File: src/rtl/vram_arbiter.sv
// Two-requester arbiter for the single-port tile/video RAM: video owns active display,
// CPU owns blanking plus a forced slot after STARVE_MAX denials. Optional stats: VRAM_ARB_STATS_EN.
module vram_arbiter #(
    parameter int ADDR_W     = 10,
    parameter int DATA_W     = 8,
    parameter int STARVE_MAX = 15
) (
    input  logic              i_clk,
    input  logic              i_rst_n,
    input  logic              i_blank,
    input  logic              i_vid_req,
    input  logic [ADDR_W-1:0] i_vid_addr,
    output logic              o_vid_gnt,
    output logic              o_vid_rvalid,
    output logic [DATA_W-1:0] o_vid_rdata,
    input  logic              i_cpu_req,
    input  logic              i_cpu_we,
    input  logic [ADDR_W-1:0] i_cpu_addr,
    input  logic [DATA_W-1:0] i_cpu_wdata,
    output logic              o_cpu_gnt,
    output logic              o_cpu_rvalid,
    output logic [DATA_W-1:0] o_cpu_rdata,
    output logic              o_ram_en,
    output logic              o_ram_we,
    output logic [ADDR_W-1:0] o_ram_addr,
    output logic [DATA_W-1:0] o_ram_wdata,
    input  logic [DATA_W-1:0] i_ram_rdata,
    output logic [15:0]       o_stall_cnt
);

    localparam logic [7:0] STARVE_LIM = 8'(STARVE_MAX);

    typedef enum logic {ST_NORMAL, ST_FORCE} state_t;

    state_t            r_state, w_state_next;
    logic [7:0]        r_starve_cnt, w_starve_next;
    logic              w_vid_gnt, w_cpu_gnt;
    logic              r_owner_cpu, r_rd_pend;
    logic [DATA_W-1:0] r_vid_rdata, r_cpu_rdata;

    // Grants are gated by reset so nothing reaches the RAM while rst_n is low.
    always_comb begin
        w_vid_gnt = 1'b0;
        w_cpu_gnt = 1'b0;
        if (i_rst_n) begin
            if (r_state == ST_FORCE) begin
                w_cpu_gnt = i_cpu_req;
            end else if (i_blank) begin
                w_cpu_gnt = i_cpu_req;
                w_vid_gnt = i_vid_req & ~i_cpu_req;
            end else begin
                w_vid_gnt = i_vid_req;
                w_cpu_gnt = i_cpu_req & ~i_vid_req;
            end
        end
    end

    always_comb begin
        w_starve_next = r_starve_cnt;
        w_state_next  = ST_NORMAL;
        if (!i_cpu_req || w_cpu_gnt)
            w_starve_next = 8'd0;
        else if (r_starve_cnt >= STARVE_LIM)
            w_starve_next = STARVE_LIM;
        else
            w_starve_next = r_starve_cnt + 8'd1;
        // A FORCE slot lasts one cycle; the counter always clears during it.
        if (r_state == ST_NORMAL && w_starve_next == STARVE_LIM)
            w_state_next = ST_FORCE;
    end

    always_ff @(posedge i_clk or negedge i_rst_n) begin
        if (!i_rst_n) begin
            r_state      <= ST_NORMAL;
            r_starve_cnt <= 8'd0;
            r_owner_cpu  <= 1'b0;
            r_rd_pend    <= 1'b0;
            r_vid_rdata  <= '0;
            r_cpu_rdata  <= '0;
        end else begin
            r_state      <= w_state_next;
            r_starve_cnt <= w_starve_next;
            r_owner_cpu  <= w_cpu_gnt;
            r_rd_pend    <= w_vid_gnt | (w_cpu_gnt & ~i_cpu_we);
            if (o_vid_rvalid)
                r_vid_rdata <= i_ram_rdata;
            if (o_cpu_rvalid)
                r_cpu_rdata <= i_ram_rdata;
        end
    end

    assign o_vid_gnt    = w_vid_gnt;
    assign o_cpu_gnt    = w_cpu_gnt;
    assign o_vid_rvalid = r_rd_pend & ~r_owner_cpu;
    assign o_cpu_rvalid = r_rd_pend & r_owner_cpu;
    assign o_vid_rdata  = o_vid_rvalid ? i_ram_rdata : r_vid_rdata;
    assign o_cpu_rdata  = o_cpu_rvalid ? i_ram_rdata : r_cpu_rdata;

    assign o_ram_en    = w_vid_gnt | w_cpu_gnt;
    assign o_ram_we    = w_cpu_gnt & i_cpu_we;
    assign o_ram_addr  = w_cpu_gnt ? i_cpu_addr : i_vid_addr;
    assign o_ram_wdata = i_cpu_wdata;

`ifdef VRAM_ARB_STATS_EN
    logic [15:0] r_stall_cnt;

    always_ff @(posedge i_clk or negedge i_rst_n) begin
        if (!i_rst_n)
            r_stall_cnt <= 16'h0000;
        else if (i_cpu_req && !w_cpu_gnt && r_stall_cnt != 16'hFFFF)
            r_stall_cnt <= r_stall_cnt + 16'h0001;
    end

    assign o_stall_cnt = r_stall_cnt;
`else
    assign o_stall_cnt = 16'h0000;
`endif

endmodule

File: config.mk
export PLATFORM = sky130hd
export DESIGN_NAME = vram_arbiter
export DESIGN_NICKNAME = d
export VERILOG_FILES = /design/src/rtl/vram_arbiter.sv
export SDC_FILE = /design/constraint.sdc
export NUM_CORES = 1
export LEC_CHECK = 0
export CAP_MARGIN = 20
export CORE_MARGIN = 2
export CORE_UTILIZATION = 35
export DETAILED_ROUTE_END_ITERATION = 8
export PLACE_DENSITY = 0.85
export SETUP_SLACK_MARGIN = 0.15
export SLEW_MARGIN = 15
export SYNTH_ARGS = -nofsm -noshare
export SYNTH_HDL_FRONTEND = slang
export SYNTH_SLANG_ARGS = --single-unit
File: constraint.sdc
create_clock -name i_clk -period 2.4 [get_ports i_clk]
set_input_delay 0.72 -clock i_clk [delete_from_list [all_inputs] [get_ports i_clk]]
set_output_delay 0.72 -clock i_clk [all_outputs]
set_load 0.01 [all_outputs]
==> metrics.yaml, run 1 <==
die_h_um: 67.7
fp.dieW_um: 67.7
wl_um: 4070
cts_max_path_buffers: 2
port_buffers: 65
start_util_pct: 36.0
final_core_util_pct: 59.8
reg2reg_to: "r_state"
arrival_ns: 1.90
crit_buf_inv: 3
cts_root_buf: "clkbuf_8"
p_sw_uw: 391
gp_congestion: 0.780
num-fill-cells: 303
dr.pass1.iters: 4
synth-edff-count: 0
grt_max_degree: 30
period_needed_ns: 2.62
yosysSeqAreaShare_pct: 47.6
status: "finished, violations left"
syn-instance-count: 116
path_clk_slew_ns: 0.09
grt_pass1_wl_um: 5350
worst_slack_ns: -0.221
p_clk_share_pct: 19.2
syn_to_final_growth_pct: 66.0
clock.fmax_ghz: 0.382
hold_viol: 0
yosys_warnings: 0
antenna_found_initial: 0
slowest_delay_ns: 0.37
synthesis.area_um2: 1420
drive_above_1_share_pct: 50.2
ys_seq_elements: 27
critPathMostFrequentCell: "buf_6"
rows: 23
maxCapViolations: 0
synth_commonest_cells: "27 x dfrtp_1, 24 x buf_4, 18 x mux2_2"
viasPerCell: 4.44
start_kind: "input pin"
gr-total-overflow: 0
reg2reg_slack_ns: 0.80
switching_share_pct: 28.7
wire_per_inst_um: 15.8
crit_family: "simple AND/OR/NAND/NOR gates"
vias: 1141
worstSetupEndpointType: "output pin"
ys_async_sr_fraction_pct: 100
htreeDepth: 1
drc: 0
insertion_delay_ns: 0.27
share_seq_of_total_power_pct: 41.5
first_iter_violations: 34
cp_cell_sequence: "buf_6 -> nor3b_4 -> or3_4 -> buf_6 -> mux2_4 -> buf_6"
worstSetupPathType: "input pin to output pin"
antenna_cells: 0
worstReg2RegStart: "r_starve_cnt[0]"
grt_pass1_vias: 1087
worstPathMaxFanout: 4
ys_types: 27
slew_headroom_pct: 58.4
hold_path.class: "input pin to async pin"
required_ns: 1.68
p_int_uw: 972
tightest_slew_ns: 0.618
finalCritPeriodShare_pct: 109
die_area_um2: 4580
power_density_nw_per_um2: 578
synth_top_area_cell: "dfrtp_1"
nNetsFinal: 251
reg2reg_depth: 4
rsz0062_at_grt: "true"
post-synth-top-count-cell: "dfrtp_1"
globalRouteTotalUtil_pct: 16.3
dp_hpwl_um: 2550
cp_slowest_cell: "or3_4"
numCtsBuffers: 3
slew_violations: 0
ir_worst_vdd_mv: 0.232
p_comb_share_pct: 39.3
final_antenna_net_count: 0
cts_tree: "built"
synth_flop_cell: "dfrtp_1"
skew_ns: 0.00119
yosysTopAreaCellShare_pct: 47.6
setup_viol: 10
p_leak_uw: 0.00120
cts_num_sinks: 27
violations: "negative setup slack"
netlist_top_cells_area: "dfrtp_1 48%, mux2_2 14%, buf_4 13%"
coreArea_um2: 3940
crit_start: "i_vid_req"
path_depth: 6
num_io_pins: 98
cp-endpoint: "o_ram_addr[1]"
synth_area_per_cell_um2: 12.2
post-place-ws_ns: -0.957
## area by class of cell
type / instances / area, um^2 / share of cell area (%)
timing repair buffer: 93 / 866 / 36.7
multi-input combinational: 77 / 679 / 28.8
tap: 50 / 62.6 / 2.65
clock inverter: 1 / 7.51 / 0.318
inverter: 6 / 25.0 / 1.06
clock buffer: 3 / 41.3 / 1.75
sequential: 27 / 676 / 28.7
## metrics by stage
stage | power (uW) | hold slack [ns] | setup TNS (ns) | cells | instance area [um^2]
detailed placement | 1050 | 0.486 | -15.75 | 237 | 2110
finish | 1360 | 0.483 | -1.84 | 257 | 2360
floorplan | 796 | 0.424 | 0 | 135 | 1490
global route | 1440 | 0.503 | -1.99 | 257 | 2360
global placement | 1030 | 0.479 | -15.27 | 237 | 2110
CTS | 1340 | 0.500 | -1.73 | 252 | 2300
## sequential cells by signal, indices dropped and copies added (netlist names)
name and cells:
r_owner_cpu 1, r_starve_cnt 8, r_cpu_rdata 8, r_rd_pend 1, r_vid_rdata 8, r_state 1
## layer usage
metal  up-vias  GRT usage (%)  part of all wire [%]
met1       557           18.4                    35
li1        533              -                     -
met2        41           29.5                    58
met4         0           5.61                   1.7
met3        10           4.00                   5.0
met5         -              0                     0
## kinds of logic after synthesis
kind of cell,share of synthesized area (%)
buffers and inverters,15.4
flip-flops,47.6
multiplexers,23.4
AND/OR/NAND/NOR,6.70
AO/OA/AOI/OAI,5.02
adder cells (fa/ha/maj),1.59
other,0.264
## cells in the final DEF, fill, tap and decap left out, types with 3 or more instances in the layout
| cell | n |
|---|---|
| dfrtp_1 | 27 |
| a21oi_1 | 5 |
| buf_6 | 34 |
| conb_1 | 20 |
| dlygate4sd2_1 | 8 |
| inv_1 | 3 |
| buf_4 | 15 |
| clkbuf_8 | 3 |
| buf_2 | 5 |
| clkbuf_2 | 8 |
| nand2b_1 | 3 |
| mux2_2 | 9 |
| clkdlybuf4s50_1 | 21 |
| mux2_4 | 17 |
## worst min path at each step
stage	from	to	slack, ns	depth (start not counted)
detailed placement	r_cpu_rdata[7]	r_cpu_rdata[7]	0.49	1
global placement	r_cpu_rdata[4]	r_cpu_rdata[4]	0.48	1
global route	i_rst_n	r_vid_rdata[1]	0.50	2
finish	i_rst_n	r_vid_rdata[6]	0.48	2
floorplan	i_rst_n	r_cpu_rdata[0]	0.42	0
CTS	i_rst_n	r_starve_cnt[2]	0.50	2
## worst reg2reg max path: stages (launching register included)
cell     delay [ns]
dfrtp_1        0.43
ha_1           0.32
nor2b_1        0.14
maj3_1         0.36
a31o_2         0.25
## power by group through the flow
stage          clock network (uW)  logic [uW]  registers (uW)
2_1_floorplan                   0         237             559
3_3_place_gp                    0         470             562
3_5_place_dp                    0         478             567
4_1_cts                       262         513             562
5_1_grt                       293         573             573
6_report                      261         536             566
## what timing repair did
item,CTS,global route
setup endpoints to repair,31,29
buffers inserted,10,5
pin swaps,2,2
gates cloned,1,0
hold buffers,0,0
resized for setup,167,28
Note: power is estimated with default switching activity, not from simulation.
==> run 2: changes to the inputs <==
--- a/config.mk
+++ b/config.mk
@@ -9,6 +9,8 @@
 export CORE_MARGIN = 2
 export CORE_UTILIZATION = 35
 export DETAILED_ROUTE_END_ITERATION = 8
+export GPL_ROUTABILITY_DRIVEN = 0
+export GPL_TIMING_DRIVEN = 0
 export PLACE_DENSITY = 0.85
 export SETUP_SLACK_MARGIN = 0.15
 export SLEW_MARGIN = 15
==> run 2 against run 1 <==
The run still ends with negative setup slack left; count of clock-buffer cells in the layout did not move; clock skew rose by 0.0062 ns; register-to-register slack improved by 0.03 ns; die area did not move; setup slack got worse by 0.0094 ns; sequential power fell by 0.7%; critical endpoint is now o_ram_addr[8]; largest cell class unchanged.
==> metrics.yaml, run 2 (synthesized netlist as in run 1, its figures left out) <==
coreArea_um2: 3940
path_clk_slew_ns: 0.08
port_buffers: 73
die_h_um: 67.7
slew_violations: 0
switching_share_pct: 27.5
required_ns: 1.68
skew_ns: 0.00739
first_iter_violations: 52
num_io_pins: 98
die_area_um2: 4580
dp_cells: 258
violations: "negative setup slack"
reg2reg_depth: 4
share_seq_of_total_power_pct: 40.3
slew_headroom_pct: 55.8
p_leak_uw: 0.00135
rsz0062_at_grt: "true"
final_cells: 280
cts_tree: "built"
start_util_pct: 36.0
cts_max_path_buffers: 2
worstPathMaxFanout: 5
worstReg2RegStart: "r_starve_cnt[0]"
antenna_cells: 0
cts_root_buf: "clkbuf_8"
hold_path.class: "input pin to async pin"
p_sw_uw: 384
final_antenna_net_count: 0
start_kind: "input pin"
wl_um: 3900
num-fill-cells: 306
worst_slack_ns: -0.230
dr.pass1.iters: 4
reg2reg_to: "r_state"
final_cell_mix: "32 x buf_4, 29 x clkdlybuf4s50_1, 28 x buf_6, 27 x dfrtp_1, 20 x conb_1"
period_needed_ns: 2.63
setup_viol: 12
reg2reg_slack_ns: 0.83
worstSetupEndpointType: "output pin"
vias: 1184
antenna_found_initial: 0
gr-total-overflow: 0
insertion_delay_ns: 0.27
htreeDepth: 1
syn_to_final_growth_pct: 84.4
cts_num_sinks: 27
dp_hpwl_um: 2500
arrival_ns: 1.91
power_density_nw_per_um2: 533
ir_worst_vdd_mv: 0.382
p_comb_share_pct: 42.1
reg_top3: "r_cpu_rdata (8), r_starve_cnt (8), r_vid_rdata (8)"
hold_viol: 0
p_int_uw: 1010
drive_above_1_share_pct: 49.6
final_core_util_pct: 66.4
fp.dieW_um: 67.7
worstSetupPathType: "input pin to output pin"
grt_max_degree: 16
maxCapViolations: 0
viasPerCell: 4.23
drc: 0
wire_per_inst_um: 13.9
clock.fmax_ghz: 0.380
nNetsFinal: 274
globalRouteTotalUtil_pct: 16.0
finalCritPeriodShare_pct: 110
grt_pass1_vias: 1107
power_uw: 1400
p_clk_share_pct: 17.7
hold_buffers: 0
numCtsBuffers: 3
final_common_cell: "buf_4"
rows: 23
post-place-ws_ns: -1.18
status: "finished, violations left"
grt_pass1_wl_um: 5350
tightest_slew_ns: 0.657
## run 2: cell count changes in the layout (fill, tap and decap cells not counted), sizes merged
cell           delta
clkinvlp          -1
or3               -1
inv               -1
dlymetal6s2s      -1
dlygate4sd2       +2
clkdlybuf4s15     +1
buf              +13
bufbuf            +1
clkinv            +2
clkdlybuf4s50     +8
## run 2: repair_timing
item / in CTS / in global routing
setup buffers: 12 / 4
setup endpoints to repair: 32 / 28
pin swaps: 1 / 2
gates cloned: 2 / 0
gates resized for setup: 169 / 23
## run 2: how the worst max path moves through the flow
stage               from       endpoint  slack [ns]  cells after the start
6_report       i_vid_req  o_ram_addr[8]       -0.23                      6
5_1_grt        i_vid_req  o_ram_addr[6]       -0.25                      6
4_1_cts        i_vid_req  o_ram_addr[1]       -0.28                      6
3_5_place_dp     i_rst_n  o_ram_addr[1]       -1.18                      6
3_3_place_gp     i_rst_n  o_ram_addr[8]       -2.05                      6
2_1_floorplan  i_vid_req  o_ram_addr[1]        0.03                      4
## run 2: worst max-delay path, stage by stage
cell	delay, ns
buf_6	0.09
nor3b_4	0.14
or3_4	0.38
buf_12	0.16
mux2_4	0.29
buf_6	0.12
## run 2: per-stage QoR
| step | hold WS (ns) | setup TNS (ns) | instance area, um^2 |
|---|---|---|---|
| finish | 0.246 | -2.42 | 2620 |
| global route | 0.226 | -2.67 | 2620 |
| CTS | 0.236 | -2.82 | 2580 |
| detailed placement | 0.485 | -18.09 | 2280 |
| global placement | 0.478 | -34.18 | 2280 |
| floorplan | 0.424 | 0 | 1490 |
## run 2: cell type report
type	instances	area, um^2	area share (%)
Clock buffer	3	41.3	1.58
Multi-Input combinational cell	76	673	25.7
Buffer	26	211	8.07
Inverter	6	27.5	1.05
Clock inverter	1	5.00	0.191
Tap cell	50	62.6	2.39
Timing Repair Buffer	91	922	35.2
Sequential cell	27	676	25.8
## run 2: power groups by stage
stage | clock (uW) | sequential [uW] | combinational [uW]
floorplan | 0 | 559 | 237
global placement | 0 | 561 | 502
detailed placement | 0 | 566 | 511
CTS | 255 | 559 | 579
global route | 278 | 569 | 628
finish | 247 | 562 | 587
## run 2: per-layer routing
metal / GRT usage (%) / vias up / routed length, um
met5: 0 / - / 0
met4: 3.57 / 0 / 46
met3: 4.67 / 6 / 207
met2: 29.9 / 38 / 2250
met1: 17.7 / 560 / 1400
li1: - / 580 / -
==> run 3: changes to the inputs <==
--- a/config.mk
+++ b/config.mk
@@ -12,7 +12,6 @@
 export GPL_ROUTABILITY_DRIVEN = 0
 export GPL_TIMING_DRIVEN = 0
 export PLACE_DENSITY = 0.85
-export SETUP_SLACK_MARGIN = 0.15
 export SLEW_MARGIN = 15
 export SYNTH_ARGS = -nofsm -noshare
 export SYNTH_HDL_FRONTEND = slang
==> run 3 against run 2 <==
The run still ends with negative setup slack left; via count is 3.9% lower; first-iteration DRC count shrank 40%; design area fell by 8.3%; global-route usage is 2.1 points lower; fmax shrank 0.22%; sequential power decreased by 0.9%.
==> metrics.yaml, run 3 (synthesized netlist as in run 1, its figures left out) <==
worstSetupEndpointType: "output pin"
finalSetupTns_ns: -2.40
required_ns: 1.68
tightest_slew_ns: 0.668
cts_root_buf: "clkbuf_8"
grt.met3_usage_pct: 4.83
num-fill-cells: 351
dp_hpwl_um: 2500
cts_max_path_buffers: 2
arrival_ns: 1.92
insertion_delay_ns: 0.26
antenna_found_initial: 0
final_antenna_net_count: 0
wire_per_inst_um: 12.5
hold_path.class: "input pin to async pin"
reg2reg_slack_ns: 0.83
maxCapViolations: 0
violations: "negative setup slack"
rows: 23
first_iter_violations: 31
grt_pass1_vias: 1032
dr.pass1.iters: 4
start_kind: "input pin"
cts_tree: "built"
rsz0062_at_grt: "true"
numCtsBuffers: 3
globalRouteTotalUtil_pct: 13.9
placed_cell_area_um2: 2280
final_core_util_pct: 60.9
worstPathMaxFanout: 5
die_h_um: 67.7
cts_num_sinks: 27
slew_headroom_pct: 55.1
top_usage_layer: "met2"
clock.fmax_ghz: 0.379
finalCritPeriodShare_pct: 110
start_util_pct: 36.0
final_cell_area_um2: 2400
grt_max_degree: 16
port_buffers: 73
reg2reg_depth: 4
coreArea_um2: 3940
skew_ns: 0.00185
nNetsFinal: 261
ir_worst_vdd_mv: 0.383
viasPerCell: 4.26
num_io_pins: 98
drive_above_1_share_pct: 44.2
die_area_um2: 4580
syn_to_final_growth_pct: 69.2
p_leak_uw: 0.00119
grt_use_met1_pct: 15.6
worst_slack_ns: -0.236
htreeDepth: 1
fp.dieW_um: 67.7
final_cell_mix: "39 x clkdlybuf4s50_1, 27 x dfrtp_1, 26 x buf_4, 20 x conb_1, 17 x mux2_2"
status: "finished, violations left"
path_clk_slew_ns: 0.09
gr-total-overflow: 0
reg_top3: "r_cpu_rdata (8), r_starve_cnt (8), r_vid_rdata (8)"
hold_viol: 0
final_common_cell: "clkdlybuf4s50_1"
grt_pass1_wl_um: 4710
power_uw: 1280
period_needed_ns: 2.64
power_density_nw_per_um2: 534
wl_um: 3340
slew_violations: 0
drc: 0
antenna_cells: 0
vias: 1138
grt_use_met2_pct: 24.8
fin_hold_ws_ns: 0.241
setup_viol: 11
worstSetupPathType: "input pin to output pin"
==> run 3: layout make-up <==
| type | instances | area, um^2 | share of cell area [%] |
|---|---|---|---|
| multi-input combinational | 76 | 622 | 25.9 |
| timing repair buffer | 78 | 766 | 31.9 |
| clock buffer | 3 | 41.3 | 1.72 |
| tap | 50 | 62.6 | 2.60 |
| clock inverter | 1 | 5.00 | 0.208 |
| sequential | 27 | 676 | 28.1 |
| buffer | 26 | 208 | 8.65 |
| inverter | 6 | 22.5 | 0.938 |
==> run 3: through the flow <==
step / cells / worst slack (ns)
finish: 267 / -0.236
global route: 267 / -0.250
CTS: 266 / -0.283
detailed placement: 258 / -1.18
global placement: 258 / -2.05
floorplan: 135 / 0.0299
==> run 3: timing repair <==
item                                    CTS  global route
resized for setup                       119            18
hold buffers                              0             0
gates cloned                              2             0
pin swaps                                 1             1
endpoints found under the setup margin   30            26
setup buffers                             2             1
==> run 3: worst paths after layout <==
| check | endpoint | startpoint |
|---|---|---|
| min reg2reg | r_vid_rdata[4] | r_vid_rdata[4] |
| min | r_rd_pend | i_rst_n |
| max in group asynchronous | r_vid_rdata[6] | i_rst_n |
| min in group i_clk | r_vid_rdata[4] | r_vid_rdata[4] |
| max | o_ram_addr[1] | i_vid_req |
| max reg2reg | r_state | r_starve_cnt[0] |
==> run 3: critical path, stage by stage <==
cell,delay (ns)
buf_6,0.09
nor3b_4,0.14
or3_4,0.38
buf_12,0.16
mux2_4,0.29
buf_6,0.12
==> run 3: layer usage <==
layer | vias up | share of wire (%)
li1 | 552 | -
met1 | 541 | 39
met3 | 4 | 6.8
met2 | 41 | 54
met4 | 0 | 0.78
met5 | - | 0
==> run 3: report_power, final <==
part / internal, uW / leakage [uW] / switching [uW] / total [uW]
logic: 280 / 0.000845 / 198 / 478
clock network: 116 / 0.0000255 / 131 / 247
registers: 534 / 0.000324 / 23.8 / 557
